===== config.mk =====
export PLATFORM = sky130hd
export DESIGN_NAME = ibex_xif_compressed_requester
export DESIGN_NICKNAME = d
export VERILOG_FILES = /design/src/rtl/ibex_xif_compressed_requester.sv
export SDC_FILE = /design/constraint.sdc
export NUM_CORES = 1
export LEC_CHECK = 0
export CAP_MARGIN = 15
export CORE_ASPECT_RATIO = 1.25
export CORE_MARGIN = 4
export CORE_UTILIZATION = 55
export CTS_CLUSTER_DIAMETER = 60
export DETAILED_ROUTE_END_ITERATION = 6
export DONT_BUFFER_PORTS = 1
export GPL_TIMING_DRIVEN = 1
export PLACE_DENSITY = 0.71
export SLEW_MARGIN = 20
export SYNTH_ARGS = -nofsm -noshare
export SYNTH_HDL_FRONTEND = slang
export SYNTH_SLANG_ARGS = --single-unit

===== constraint.sdc =====
create_clock -name clk_i -period 5.8 [get_ports clk_i]
set_clock_uncertainty 0.05 [all_clocks]
set_input_delay 1.16 -clock clk_i [delete_from_list [all_inputs] [get_ports clk_i]]
set_output_delay 1.16 -clock clk_i [all_outputs]
set_load 0.1 [all_outputs]

===== src/rtl/ibex_xif_compressed_requester.sv =====
`default_nettype none
// +----------------------------------------------------------------------------+
// | Module   : ibex_xif_compressed_requester                                   |
// | Purpose  : Takes 16-bit parcels from fetch and asks a coprocessor over the |
// |            X-interface compressed channel to expand them. It returns the   |
// |            32-bit result (or an illegal marker) to decode.                 |
// | Ports    : clk_i/rst_ni                 clock, async active-low reset      |
// |            instr_valid_i/instr_i/mode_i fetch parcel in                    |
// |            instr_ready_o                parcel accepted this cycle         |
// |            flush_i                      discard in-flight work             |
// |            x_compressed_valid_o/ready_i coprocessor handshake              |
// |            x_compressed_req_o           {instr[15:0], mode[1:0], id}       |
// |            x_compressed_resp_i          {instr[31:0], accept}              |
// |            out_valid_o/out_ready_i      result handshake to decode         |
// |            out_instr_o/out_illegal_o    expanded instruction / illegal     |
// |            timeout_o                    one-cycle pulse on timeout abort   |
// | Config   : define IBEX_XIF_COMP_TIMEOUT_EN to enable the REQ timeout.      |
// | Revision : 1.0 - initial release                                           |
// +----------------------------------------------------------------------------+
module ibex_xif_compressed_requester #(
   parameter int unsigned TimeoutCycles = 16,
   parameter int unsigned X_ID_WIDTH    = 4
) (
   input  logic                   clk_i,
   input  logic                   rst_ni,
   input  logic                   instr_valid_i,
   input  logic [15:0]            instr_i,
   input  logic [1:0]             mode_i,
   output logic                   instr_ready_o,
   input  logic                   flush_i,
   output logic                   x_compressed_valid_o,
   input  logic                   x_compressed_ready_i,
   output logic [X_ID_WIDTH+17:0] x_compressed_req_o,
   input  logic [32:0]            x_compressed_resp_i,
   output logic                   out_valid_o,
   input  logic                   out_ready_i,
   output logic [31:0]            out_instr_o,
   output logic                   out_illegal_o,
   output logic                   timeout_o
);

   typedef enum logic [1:0] {
      IDLE = 2'd0,
      REQ  = 2'd1,
      DONE = 2'd2
   } state_e;

   // Elaboration-time range check on the timeout length.
   if ((TimeoutCycles < 2) || (TimeoutCycles > 255)) begin : g_bad_timeout
      $error("TimeoutCycles must lie in 2..255");
   end

   state_e                r_state;
   logic [X_ID_WIDTH-1:0] r_id;
   logic [15:0]           r_req_instr;
   logic [1:0]            r_req_mode;
   logic [X_ID_WIDTH-1:0] r_req_id;
   logic                  r_flush_pending;
   logic                  r_x_valid;
   logic                  r_out_valid;
   logic [31:0]           r_out_instr;
   logic                  r_out_illegal;
   logic                  r_timeout;

   logic                  w_handshake;
   logic                  w_is_compressed;
   logic [X_ID_WIDTH-1:0] w_next_id;
   logic                  w_timeout_hit;
   logic                  w_discard;
   logic                  w_resp_accept;
   logic [31:0]           w_resp_instr;

   assign w_resp_accept = x_compressed_resp_i[0];
   assign w_resp_instr  = x_compressed_resp_i[32:1];

   // A flush always blocks a new parcel, even when the FSM could take one.
   assign instr_ready_o   = !flush_i &&
                            ((r_state == IDLE) || ((r_state == DONE) && out_ready_i));
   assign w_handshake     = instr_valid_i && instr_ready_o;
   assign w_is_compressed = (instr_i[1:0] != 2'b11);
   // A parcel taken in DONE is tagged with the id that follows the one consumed.
   assign w_next_id       = (r_state == DONE) ? (r_id + 1'b1) : r_id;
   // A flush seen in the very cycle the request completes also discards it.
   assign w_discard       = r_flush_pending || flush_i;

`ifdef IBEX_XIF_COMP_TIMEOUT_EN
   localparam logic [7:0] c_cnt_last = 8'(TimeoutCycles - 1);
   logic [7:0] r_cnt;

   // Counter is held at zero outside REQ, so every REQ entry starts from zero.
   always_ff @(posedge clk_i or negedge rst_ni) begin
      if (!rst_ni) begin
         r_cnt <= 8'd0;
      end else if ((r_state != REQ) || x_compressed_ready_i) begin
         r_cnt <= 8'd0;
      end else begin
         r_cnt <= r_cnt + 8'd1;
      end
   end

   assign w_timeout_hit = (r_cnt == c_cnt_last);
`else
   assign w_timeout_hit = 1'b0;
`endif

   always_ff @(posedge clk_i or negedge rst_ni) begin
      if (!rst_ni) begin
         r_state         <= IDLE;
         r_id            <= '0;
         r_req_instr     <= 16'h0;
         r_req_mode      <= 2'b00;
         r_req_id        <= '0;
         r_flush_pending <= 1'b0;
         r_x_valid       <= 1'b0;
         r_out_valid     <= 1'b0;
         r_out_instr     <= 32'h0;
         r_out_illegal   <= 1'b0;
         r_timeout       <= 1'b0;
      end else begin
         r_timeout <= 1'b0;
         case (r_state)
            IDLE: begin
               // Only a parcel handshake leaves IDLE; handled below.
            end
            REQ: begin
               if (flush_i) begin
                  r_flush_pending <= 1'b1;
               end
               // Ready has priority over the timeout in the same cycle.
               if (x_compressed_ready_i || w_timeout_hit) begin
                  r_x_valid       <= 1'b0;
                  r_flush_pending <= 1'b0;
                  r_timeout       <= !x_compressed_ready_i;
                  if (w_discard) begin
                     r_state <= IDLE;
                     r_id    <= r_id + 1'b1;
                  end else begin
                     r_state     <= DONE;
                     r_out_valid <= 1'b1;
                     if (x_compressed_ready_i && w_resp_accept) begin
                        r_out_instr   <= w_resp_instr;
                        r_out_illegal <= 1'b0;
                     end else begin
                        r_out_instr   <= 32'h0;
                        r_out_illegal <= 1'b1;
                     end
                  end
               end
            end
            DONE: begin
               if (flush_i) begin
                  r_state     <= IDLE;
                  r_out_valid <= 1'b0;
               end else if (out_ready_i) begin
                  r_state     <= IDLE;
                  r_out_valid <= 1'b0;
                  r_id        <= r_id + 1'b1;
               end
            end
            default: begin
               r_state <= IDLE;
            end
         endcase

         // New parcel: overrides the IDLE fallthrough of a DONE consume,
         // giving back-to-back operation without a bubble.
         if (w_handshake) begin
            if (w_is_compressed) begin
               r_state     <= REQ;
               r_x_valid   <= 1'b1;
               r_req_instr <= instr_i;
               r_req_mode  <= mode_i;
               r_req_id    <= w_next_id;
            end else begin
               r_state       <= DONE;
               r_out_valid   <= 1'b1;
               r_out_instr   <= 32'h0;
               r_out_illegal <= 1'b1;
            end
         end
      end
   end

   assign x_compressed_valid_o = r_x_valid;
   assign x_compressed_req_o   = {r_req_instr, r_req_mode, r_req_id};
   assign out_valid_o          = r_out_valid;
   assign out_instr_o          = r_out_instr;
   assign out_illegal_o        = r_out_illegal;
   assign timeout_o            = r_timeout;

endmodule
`default_nettype wire


==> flow_summary_export.csv <==
group,metric,value,unit
synth,async_flop_share,100,%
setup_path,end_kind,"primary output",
hold_path,hold_depth,1,
synth,syn_area_per_cell,11.1,sq um
cts,cts_hold_buf,0,
setup_path,cp-start-kind,"flip-flop",
synth,netlist_area,2790,sq um
timing,maxSlewViolCount,0,
final_layout,n_fill_cell,425,
final_layout,nets,309,
synth,synth_top_family_by_area,"simple AND/OR/NAND/NOR gates",
grt,track_usage,18.9,%
setup_path,path_max_fanout,8,
synth,synth_edf_count,0,
placement,dpl_cell_area,2770,sq um
route,dr.pass1.iters,4,
cts,path_clk_slew,60,ps
setup_path,critPathKind,"flip-flop to primary output",
cts,insertion_delay,330,ps
final_layout,drive_gt1_share,11.1,%
cts,htree_num_levels,3,
setup_path,worstPathRequired,4590,ps
synth,yosys_warnings,0,
timing,clock.fmax,299,MHz
synth,ys_ff_latch,64,
route,wirelength,5590,microns
timing,fin_crit,3350,ps
synth,synth_area_leader_cell,"dfrtp_1",
synth,synth_compound_area_share,11.1,%
timing,tightest_slew,941,ps
route,drt_iter0_drc,33,
setup_path,crit_chain,"inv_1 > ha_1 > a21o_1 > and2b_1",
placement,dpl.hpwl,3950,microns
cts,cts_root_buffer,"clkbuf_8",
run,drv_cap,0,
grt,grt_max_degree,65,
hold_path,min_path_type,"flip-flop to flip-flop",
timing,fin_tns_setup,0,ps
setup_path,r2r-end,"r_req_id[0]",
route,drc,0,
timing,setup_viol,0,
grt,grt_pass1_wl,9090,microns
synth,synth.most_common_cell,"dfrtp_1",
route,vias,1836,
cts,numClockSinks,64,
cts,cts_buffers,9,
timing,rsz0062_at_grt,"no",
timing,relSlewSlack,37.3,%
cts,cts_setup_buffers,0,
die,rows,28,
setup_path,rrSetupSlack,3470,ps
synth,synth_fa_ha_area_share,1.80,%
final_layout,final_area,2940,sq um
synth,postSynthCellCount,252,
route,antenna_left,0,
synth,syn_nets,313,
placement,port_buffers,0,
setup_path,rr_startpoint,"r_state[0]",
setup_path,cpPeakStageDelay,740,ps
die,io_pins,116,
setup_path,reg2reg_depth,6,
run_status,status,"finished, final reports clean",
placement,gp_congestion,0.760,
synth,synthFlopType,"dfrtp_1",
timing,fin_crit_sh,57.7,%
grt,gr-total-overflow,0,
synth,ys_seq_area_share,57.5,%
die,dieArea,6270,sq um
final_layout,antenna_cells,0,
route,viasPerCell,5.88,
route,wl_per_cell,17.9,microns
synth,yosys.area.top_type_share,57.5,%
synth,synthMuxAreaShare,8.45,%
grt,grt_pass1_vias,1911,
cts,clockBufferDepth,2,
setup_path,arrival,2140,ps
cts,cts_tree,"yes",
synth,synth_top_cells_by_count,"dfrtp_1 (64), a21oi_1 (38), nand2_1 (36), nand3_1 (32), mux2_1 (17)",
die,start_util,57.6,%
synth,synth_top_cells_by_area,"dfrtp_1 (58%), mux2_1 (6.9%), a21oi_1 (6.8%)",
setup_path,cp_slowest_cell,"and2b_1",
die,die_h,87.6,microns
hold_path,hp-start,"r_id[3]",
synth,yosys.area_share.simple,14.1,%
timing,timing.final.hold_violations,0,
grt,antenna_found_initial,0,
synth,synth_cell_types,37,
cts,cts_resized,0,
synth,synth_xor_area_share,1.89,%
final_layout,areaGrowthSynthToFinish,5.66,%
die,core,4830,sq um
hold_path,hold-path-endpoint,"r_id[3]",
die,die_w,71.7,microns
-- critical path, delay by kind of cell, from the launching register on --
family          cells  cell delay, ps
buf+inv             1              90
compound gates      1             240
flops               1             400
fa+ha+maj           1             350
simple gates        1             740
-- sequential cells by signal (all words and copies together), names as in the netlist --
register              count
r_flush_pending           1
x_compressed_valid_o      1
out_valid_o               1
out_illegal_o             1
r_req_instr              16
r_req_id                  4
out_instr_o              32
r_id                      4
r_state                   2
r_req_mode                2
-- placed cells by master (no fill, tap or decap), types with 2 or more instances in the layout --
master,Yosys,routed
nand3_1,32,32
inv_1,5,5
nand2_1,36,36
a21oi_1,38,38
nor2_1,4,3
clkbuf_8,0,11
ha_1,4,4
clkinv_2,0,2
xnor2_1,4,4
buf_4,2,2
xor2_1,2,2
nand4_1,2,2
mux2_1,17,17
mux2_2,3,3
o22a_1,2,2
a21o_1,2,2
dfrtp_1,64,64
a211o_1,2,2
-- area by class of cell --
| class | instances | area [sq um] | area share, % |
|---|---|---|---|
| inverter | 5 | 18.8 | 0.638 |
| clock buffer | 12 | 155 | 5.27 |
| tap | 60 | 75.1 | 2.55 |
| timing repair buffer | 3 | 30.0 | 1.02 |
| multi-input combinational | 165 | 1040 | 35.5 |
| sequential | 64 | 1600 | 54.4 |
| clock inverter | 3 | 17.5 | 0.595 |
-- logic make-up (layout without fill, tap and decap cells) --
kind of cell | count (synthesis) | in the layout
compound gates | 51 | 51
fa+ha+maj | 4 | 4
flops | 64 | 64
mux | 21 | 21
other cells | 1 | 1
xor+xnor | 6 | 6
buf+inv | 23 | 23
simple gates | 82 | 82
-- worst max-delay path by stage --
stage                     start             to  depth (start not counted)
finish               r_state[0]  instr_ready_o                          4
global placement    out_ready_i  instr_ready_o                          2
CTS                  r_state[0]  instr_ready_o                          4
detailed placement  out_ready_i  instr_ready_o                          2
global route         r_state[0]  instr_ready_o                          4
floorplan           out_ready_i  instr_ready_o                          2
-- metal layers --
layer | global-route usage, % | vias up | wire (microns)
li1 | - | 856 | -
met1 | 21.8 | 877 | 2130
met2 | 30.1 | 91 | 2770
met3 | 7.58 | 12 | 560
met4 | 10.4 | 0 | 135
met5 | 0 | - | 0
-- metrics by stage --
step / util [%] / instances / hold slack, ps / worst slack (ps)
2_1_floorplan: - / 252 / 416 / 2550
3_3_place_gp: 57.0 / 296 / 431 / 2530
3_5_place_dp: 57.3 / 297 / 438 / 2530
4_1_cts: 60.9 / 312 / 446 / 2410
5_1_grt: 60.9 / 312 / 440 / 2330
6_report: 60.9 / 312 / 444 / 2450
Power is left out: the tool's default activity adds up to more than one toggle a clock period on the data nets, which glitch-free logic cannot reach.
